`src/rtl/fs_accel_bpfifo_pkg.sv`:
```
// fs_accel_bpfifo_pkg: shared defaults and mode encodings for the bypass FIFO
package fs_accel_bpfifo_pkg;
    localparam int   FS_ACCEL_DW      = 32;
    localparam int   FS_ACCEL_BPDEPTH = 4;
    localparam logic FS_BP_MODE_FIFO  = 1'b0;
    localparam logic FS_BP_MODE_HOLD  = 1'b1;
endpackage

```
`src/rtl/fs_accel_ptr_ctr.sv`:
```
// fs_accel_ptr_ctr: wrap-around pointer with increment and synchronous clear
module fs_accel_ptr_ctr #(
    parameter int W = 2
) (
    input  logic         clk,
    input  logic         resetn,
    input  logic         clr,
    input  logic         inc,
    output logic [W-1:0] ptr
);
    always_ff @(posedge clk or negedge resetn)
        if (!resetn) ptr <= '0;
        else if (clr) ptr <= '0;
        else if (inc) ptr <= ptr + 1'b1;
endmodule

```
`src/rtl/fs_accel_bpfifo.sv`:
```
// fs_accel_bpfifo: FWFT bypass FIFO with legacy hold-register mode and sticky error flags
module fs_accel_bpfifo
    import fs_accel_bpfifo_pkg::*;
#(
    parameter int DATA_W = FS_ACCEL_DW,
    parameter int DEPTH  = FS_ACCEL_BPDEPTH,
    parameter int CNT_W  = $clog2(DEPTH) + 1
) (
    input  logic              clk,
    input  logic              resetn,
    input  logic              enb,
    input  logic              clr,
    input  logic              mode,
    input  logic [DATA_W-1:0] bpbuf_di,
    input  logic              bpbuf_ld_wrn,
    input  logic              bpbuf_rd,
    output logic [DATA_W-1:0] bpbuf_do,
    output logic              bpbuf_empty,
    output logic              bpbuf_full,
    output logic [CNT_W-1:0]  bpbuf_cnt,
    output logic              bpbuf_ovf,
    output logic              bpbuf_udf
);
    localparam int PW = $clog2(DEPTH);

    logic [DATA_W-1:0] mem [DEPTH];
    logic [PW-1:0]     wr_ptr, rd_ptr;
    logic              act, fifo, push_req, pop_req, push, pop, hold_ld;

    assign act      = enb && !clr;
    assign fifo     = act && mode != FS_BP_MODE_HOLD;
    assign push_req = fifo && bpbuf_ld_wrn;
    assign pop_req  = fifo && bpbuf_rd;
    assign pop      = pop_req && !bpbuf_empty;
    // a pop in the same cycle frees the slot, so a full FIFO still accepts the push
    assign push     = push_req && (!bpbuf_full || pop);
    assign hold_ld  = act && mode == FS_BP_MODE_HOLD && bpbuf_ld_wrn;

    fs_accel_ptr_ctr #(.W(PW)) u_wr (.clk(clk), .resetn(resetn), .clr(clr), .inc(push), .ptr(wr_ptr));
    fs_accel_ptr_ctr #(.W(PW)) u_rd (.clk(clk), .resetn(resetn), .clr(clr), .inc(pop), .ptr(rd_ptr));

    always_ff @(posedge clk or negedge resetn)
        if (!resetn) mem <= '{default: '0};
        else if (push) mem[wr_ptr] <= bpbuf_di;
        else if (hold_ld) mem[rd_ptr] <= bpbuf_di;

    always_ff @(posedge clk or negedge resetn)
        if (!resetn) begin
            bpbuf_cnt <= '0;
            bpbuf_ovf <= 1'b0;
            bpbuf_udf <= 1'b0;
        end else if (clr) begin
            bpbuf_cnt <= '0;
            bpbuf_ovf <= 1'b0;
            bpbuf_udf <= 1'b0;
        end else begin
            if (push != pop) bpbuf_cnt <= push ? bpbuf_cnt + 1'b1 : bpbuf_cnt - 1'b1;
            if (push_req && bpbuf_full && !pop) bpbuf_ovf <= 1'b1;
            if (pop_req && bpbuf_empty) bpbuf_udf <= 1'b1;
        end

    assign bpbuf_do    = mem[rd_ptr];
    assign bpbuf_empty = bpbuf_cnt == '0;
    assign bpbuf_full  = bpbuf_cnt == CNT_W'(DEPTH);
endmodule

```
`config.mk`:
```
export PLATFORM = sky130hd
export DESIGN_NAME = fs_accel_bpfifo
export DESIGN_NICKNAME = d
export VERILOG_FILES = /design/src/rtl/fs_accel_bpfifo_pkg.sv /design/src/rtl/fs_accel_ptr_ctr.sv /design/src/rtl/fs_accel_bpfifo.sv
export SDC_FILE = /design/constraint.sdc
export NUM_CORES = 1
export LEC_CHECK = 0
export ABC_AREA = 1
export CAP_MARGIN = 0
export CORE_UTILIZATION = 56
export CTS_CLUSTER_DIAMETER = 200
export DETAILED_ROUTE_END_ITERATION = 6
export PLACE_DENSITY_LB_ADDON = 0.15
export SLEW_MARGIN = 5
export SYNTH_ARGS = -nofsm -noshare
export SYNTH_HDL_FRONTEND = slang
export SYNTH_SLANG_ARGS = --single-unit
```
`constraint.sdc`:
```
create_clock -name clk -period 2.59 [get_ports clk]
set_input_delay 0.259 -clock clk [delete_from_list [all_inputs] [get_ports clk]]
set_output_delay 0.259 -clock clk [all_outputs]
set_load 0.02 [all_outputs]
```
==> run_results.csv, run 1 <==
group,metric,value,unit
route,vias,5213,
global_routing,grt-ovfl-total,0,
timing,fmax,395,MHz
timing,fin_skew,0.00950,ns
worst_setup_path,crit_start,"u_rd.ptr[1]",
global_routing,grt_pass1_wl,24500,um
route,drtPass1Iterations,5,
final_layout,fill_cells,833,
synthesis,ys.flop_type,"dfrtp_1",
route,totalWireLength,14700,um
synthesis,yosys-top-cells-count,"dfrtp_1, o21ai_0, nand2_1",
worst_setup_path,cp-end-kind,"primary output",
worst_setup_path,reg2regPathDepth,8,
clock_network,cts_num_sinks,137,
timing,period_needed,2.53,ns
timing,finalSetupViolations,0,
die,start_util,57.7,%
synthesis,syn_inst,705,
final_layout,fin_cells,932,
worst_setup_path,arrival,2.27,ns
synthesis,seq_area_frac_synth,54.6,%
route,wl_per_cell,15.8,um
final_layout,drive_gt1_share,11.9,%
clock_network,root_buffer,"clkbuf_8",
worst_setup_path,crit_fanout,34,
worst_setup_path,worstPathRequired,2.33,ns
power,p_switching,1.95,mW
final_layout,num_antenna_cells,0,
synthesis,synth_area,6280,um2
synthesis,synth_top_cell_by_area,"dfrtp_1",
route,drtIter0Drc,488,
placed_design,dp_cells,898,
worst_setup_path,crit_end,"bpbuf_do[30]",
worst_setup_path,setup.worst_path.start_class,"flip-flop",
synthesis,async_flop_share,100,%
synthesis,netlist.area_leader.share,54.6,%
clock_network,clkSlewWorstSetupHoldPaths,0.06,ns
synthesis,synth_seq_cells,137,
worst_setup_path,worstReg2RegEnd,"mem[127]",
power,power.leakage,3.96,nW
synthesis,syn-num-nets,753,
global_routing,grt_max_degree,68,
clock_network,cts_buffers,17,
final_layout,nets,827,
route,drc,0,
hold_path,hold_class,"in -> async",
synthesis,yosys_warnings,0,
global_routing,grt_pass1_vias,5069,
timing,rsz0062_at_grt,"false",
synthesis,synth_area_leaders,"dfrtp_1, o21ai_0, nand2_1",
synthesis,yosysMostFrequentCell,"dfrtp_1",
global_routing,antenna_found_initial,0,
clock_network,cts_tree,"yes",
clock_network,clk_latency,0.53,ns
power,internal_power,4.34,mW
worst_setup_path,worst-setup-path-type,"reg -> out",
clock_network,ctsLongestPathBuffers,2,
route,avgViaCountPerCell,5.59,
route,drtAntennaViolNets,0,
clock_network,h-tree-depth,4,
timing,setup_tns,0,ns
synthesis,synthDistinctLibCells,26,
synthesis,synth.avg_cell_area,8.90,um2
worst_setup_path,r2r_setup_slack,0.64,ns
power,swShare,31.0,%
timing,timing.final.max_slew_violations,0,
die,die_h,108,um
worst_setup_path,regToRegStartpoint,"u_rd.ptr[1]",
die,ios,78,
timing,tightest_slew,0.622,ns
power,p_clk_share,34.9,%
die,core,10900,um2
job,maxCapViolCount,0,
die,rows,38,
timing,maxSlewHeadroom,58.6,%
die,die-area,11600,um2
synthesis,synth_edf_count,0,
final_layout,syn_to_final_growth,24.4,%
placed_design,dpl.hpwl,8940,um
global_routing,gr-usage-all-layers,27.9,%
power,p_seq_share,42.6,%
power,powerDensity,805,nW/um2
placed_design,numPortBuffers,77,
power,max-vdd-ir-drop,0.000808,V
timing,timing.final.crit_share,97.7,%
status,status,"complete, no violations",
power,p_comb_share,22.5,%
die,fp.dieW,108,um
timing,finalHoldViolCount,0,
placed_design,gp_congestion,0.791,
-- sequential cells by signal, indices dropped and copies added, names as in the netlist --
| name | flops |
|---|---|
| bpbuf_cnt | 3 |
| bpbuf_ovf | 1 |
| bpbuf_udf | 1 |
| mem | 128 |
| u_rd.ptr | 2 |
| u_wr.ptr | 2 |
-- critical path, cell delays in order (launching register included) --
cell,delay (ns)
dfrtp_1,0.43
buf_8,0.28
o21ai_0,0.14
o22ai_1,0.23
clkdlybuf4s50_1,0.65
-- logic make-up (layout without fill, tap and decap cells) --
logic type	Yosys count	count (layout)	share of synthesized area, %
AND/OR/NAND/NOR	231	231	14.6
AO/OA/AOI/OAI	236	236	21.8
XOR/XNOR	1	1	0.140
flip-flops	137	137	54.6
buffers and inverters	91	178	7.10
adder cells (fa/ha/maj)	9	9	1.79
-- how the worst min path moves through the flow --
| stage | end | slack (ns) | cells past startpoint |
|---|---|---|---|
| 2_1_floorplan | bpbuf_cnt[0] | -0.04 | 0 |
| 3_3_place_gp | mem[9] | 0.30 | 1 |
| 3_5_place_dp | mem[105] | 0.30 | 1 |
| 4_1_cts | mem[64] | 0.30 | 3 |
| 5_1_grt | mem[73] | 0.33 | 2 |
| 6_report | mem[73] | 0.29 | 2 |
-- area by class of cell --
| cell class | count | area [um2] | area share (%) |
|---|---|---|---|
| Clock buffer | 18 | 428 | 5.48 |
| Clock inverter | 14 | 116 | 1.49 |
| Inverter | 47 | 183 | 2.34 |
| Multi-Input combinational cell | 477 | 2400 | 30.8 |
| Sequential cell | 137 | 3430 | 43.9 |
| Tap cell | 140 | 175 | 2.24 |
| Timing Repair Buffer | 99 | 1070 | 13.7 |
-- what timing repair did --
action                                 CTS  global route
setup buffers                            0             1
setup endpoints to repair               24            28
hold buffers                             1             0
resized for setup                        5            23
endpoints found under the hold margin   63             0
-- stage by stage --
stage | setup slack (ns) | cell area, um2 | total power, mW | util [%] | hold slack [ns]
after floorplan | 0.529 | 6280 | 3.52 | - | -0.0366
after global placement | 0.433 | 7160 | 4.09 | 65.8 | 0.300
after detailed placement | 0.284 | 7160 | 4.14 | 65.8 | 0.302
after CTS | 0.000692 | 7730 | 6.35 | 71.0 | 0.302
after global routing | 0.00669 | 7810 | 6.61 | 71.7 | 0.330
final | 0.0607 | 7810 | 6.29 | 71.7 | 0.293
-- metal layers --
layer | up-vias | wire [um] | track usage, %
met3 | 16 | 699 | 6.90
met2 | 160 | 7360 | 45.7
met4 | 0 | 198 | 9.98
met5 | - | 0 | 0
li1 | 2494 | - | -
met1 | 2543 | 6490 | 35.9
-- cells in the final DEF (no fill, tap or decap), drive strengths merged --
master,n
o21ai,165
dfrtp,137
nand2,119
nor2,101
clkdlybuf4s50,53
inv,51
a21oi,35
o22ai,32
dlymetal6s2s,22
buf,22
clkbuf,18
ha,9
nand3,6
clkinvlp,5
clkinv,5
nand4,3
a21boi,3
nor3,2
xnor2,1
a31oi,1
dlygate4sd3,1
dlygate4sd2,1
-- power groups by stage --
stage / combinational, mW / sequential, mW / clock (mW)
CTS: 1.45 / 2.67 / 2.23
global placement: 1.40 / 2.69 / 0
floorplan: 0.843 / 2.68 / 0
global route: 1.57 / 2.72 / 2.33
detailed placement: 1.43 / 2.71 / 0
finish: 1.41 / 2.68 / 2.19
No activity file was read; power rests on OpenSTA's default activity.
==> run 2: changes to the inputs <==
- CORE_UTILIZATION: 56 -> 63
- CTS_CLUSTER_SIZE: default -> 24
- DONT_BUFFER_PORTS: default -> 1
- PLACE_DENSITY: default -> 0.79
- PLACE_DENSITY_LB_ADDON: 0.15 -> default
==> run 2 against run 1 <==
The run now ends with negative hold slack left. Die area fell by 11%. Global-route usage rose by 3.6 points. Via count fell by 0.81%. Sequential share of layout area rose by 1.9 points. Final area fell by 4.0%. Sequential power barely moved. Clock skew fell by 0.0011 ns. Critical path type unchanged. Largest cell class unchanged. Highest routed layer unchanged.
==> run_results.csv, run 2 (synthesis results as in run 1) <==
group,metric,value,unit
clock_network,cts_tree,"yes",
global_routing,gr-usage-all-layers,31.4,%
timing,tightest_slew,0.681,ns
route,drtPass1Iterations,5,
global_routing,grt_pass1_vias,5021,
status,status,"finished with violations",
final_layout,largest_register_ffs,128,
worst_setup_path,regToRegStartpoint,"bpbuf_cnt[2]",
clock_network,cts_num_sinks,137,
route,wl_per_cell,16.5,um
worst_setup_path,worst_path_max_delay_cell,"dfrtp_4",
worst_setup_path,setup.worst_path.start_class,"flip-flop",
final_layout,num_antenna_cells,0,
timing,fin_skew,0.00838,ns
route,avgViaCountPerCell,5.72,
route,routed-wl-met3,979,um
worst_setup_path,worstPathRequired,2.33,ns
route,vias,5171,
worst_setup_path,crit_fanout,40,
placed_design,dp_cells,839,
worst_setup_path,crit_start,"u_rd.ptr[0]",
clock_network,root_buffer,"clkbuf_8",
worst_setup_path,r2r_setup_slack,0.32,ns
hold_path,hold_class,"in -> async",
global_routing,grt_max_degree,138,
worst_setup_path,reg2regPathDepth,9,
worst_setup_path,critical_path.cell_chain,"inv_2, buf_6, o21ai_0, o22ai_1, buf_4",
status,violations,"negative hold slack",
route,totalWireLength,15000,um
clock_network,clk_latency,0.54,ns
global_routing,antenna_found_initial,0,
final_layout,regMostFlops,"mem",
timing,maxSlewHeadroom,54.6,%
route,wirelength_met1,6170,um
timing,setup_tns,0,ns
placed_design,gp_congestion,0.789,
job,maxCapViolCount,0,
final_layout,nets,806,
worst_setup_path,crit_end,"bpbuf_do[1]",
die,die-area,10400,um2
power,p_clk_share,37.5,%
die,start_util,64.5,%
global_routing,grt-ovfl-total,0,
timing,timing.final.max_slew_violations,0,
route,drtAntennaViolNets,0,
clock_network,h-tree-depth,4,
worst_setup_path,worstReg2RegEnd,"mem[15]",
worst_setup_path,arrival,2.18,ns
final_layout,syn_to_final_growth,19.4,%
power,internal_power,4.50,mW
timing,period_needed,2.44,ns
worst_setup_path,worst-setup-path-type,"reg -> out",
timing,finalHoldViolCount,137,
final_layout,fin_cells,904,
power,max-vdd-ir-drop,0.000598,V
final_layout,mostFrequentLayoutCells,"dfrtp_1, o21ai_0, nand2_1",
power,power.leakage,3.67,nW
worst_setup_path,slowest_delay,0.60,ns
final_layout,top_regs,"mem (128), bpbuf_cnt (3)",
power,p_seq_share,42.4,%
die,die_h,102,um
die,ios,78,
route,drtIter0Drc,410,
final_layout,drive_gt1_share,14.8,%
die,core,9730,um2
die,fp.dieW,102,um
die,rows,36,
clock_network,clkSlewWorstSetupHoldPaths,0.06,ns
route,dr_wl_met2,7450,um
timing,timing.final.crit_share,94.1,%
power,p_comb_share,20.1,%
worst_setup_path,cp-end-kind,"primary output",
global_routing,grt_pass1_wl,24400,um
timing,fin_hold_ws,-0.581,ns
timing,fmax,411,MHz
clock_network,cts_buffers,17,
power,swShare,29.4,%
route,drc,0,
clock_network,ctsLongestPathBuffers,2,
timing,rsz0062_at_grt,"false",
placed_design,dpl.hpwl,8210,um
timing,finalSetupViolations,0,
clock_network,hold_buffers,33,
clock_network,postCtsSetupBuffers,0,
power,powerDensity,850,nW/um2
route,maxUsedRoutingLayer,"met4",
power,p_switching,1.87,mW
final_layout,final_common_cell,"dfrtp_1",
placed_design,numPortBuffers,0,
-- run 2: cell count changes in the layout (fill, tap and decap cells not counted), sizes merged, moves of 2 or more --
cell | previous run | this run
clkdlybuf4s50 | 53 | 0
bufinv | 0 | 2
clkinv | 5 | 1
dlymetal6s2s | 22 | 0
buf | 22 | 45
inv | 51 | 49
dlygate4sd3 | 1 | 33
clkbuf | 18 | 23
-- run 2: worst min path at each step --
stage	from	to
floorplan	resetn	bpbuf_cnt[0]
global route	resetn	mem[3]
finish	resetn	mem[99]
detailed placement	resetn	mem[4]
global placement	resetn	mem[3]
CTS	resetn	mem[119]
-- run 2: timing repair --
| action | CTS | global route |
|---|---|---|
| endpoints found under the setup margin | 0 | 12 |
| resized for setup | 0 | 2 |
| endpoints found under the hold margin | 268 | 137 |
-- run 2: power groups by stage --
stage,Clock (mW),Sequential [mW],Combinational (mW)
after global routing,2.51,2.74,1.42
after CTS,2.41,2.70,1.28
after global placement,0,2.71,1.16
after floorplan,0,2.68,0.843
after detailed placement,0,2.73,1.21
final,2.39,2.70,1.28
-- run 2: area by class of cell --
cell class | count | area (um2)
Clock buffer | 23 | 477
Clock inverter | 9 | 113
Fill cell | 664 | 2240
Inverter | 47 | 179
Multi-Input combinational cell | 477 | 2400
Sequential cell | 137 | 3430
Tap cell | 133 | 166
Timing Repair Buffer | 78 | 722
-- run 2: metrics by stage --
stage	util [%]	setup WS, ns	cell area, um2	power [mW]
finish	77.0	0.154	7490	6.37
detailed placement	67.5	0.369	6570	3.94
floorplan	-	0.529	6280	3.52
CTS	76.9	0.0613	7490	6.38
global placement	67.5	0.482	6570	3.87
global route	77.0	0.00870	7490	6.66
-- run 2: per-layer routing --
| layer | GRT usage (%) | up-vias |
|---|---|---|
| met2 | 49.2 | 186 |
| met5 | 0 | - |
| met4 | 13.8 | 0 |
| met3 | 8.28 | 39 |
| li1 | - | 2463 |
| met1 | 41.8 | 2483 |
-- run 2: critical path, delay by kind of cell, from the launching register on --
kind	cells	cell delay [ns]
DFF	1	0.60
AOI/OAI and AO/OA	2	0.37
buffers and inverters	3	0.64
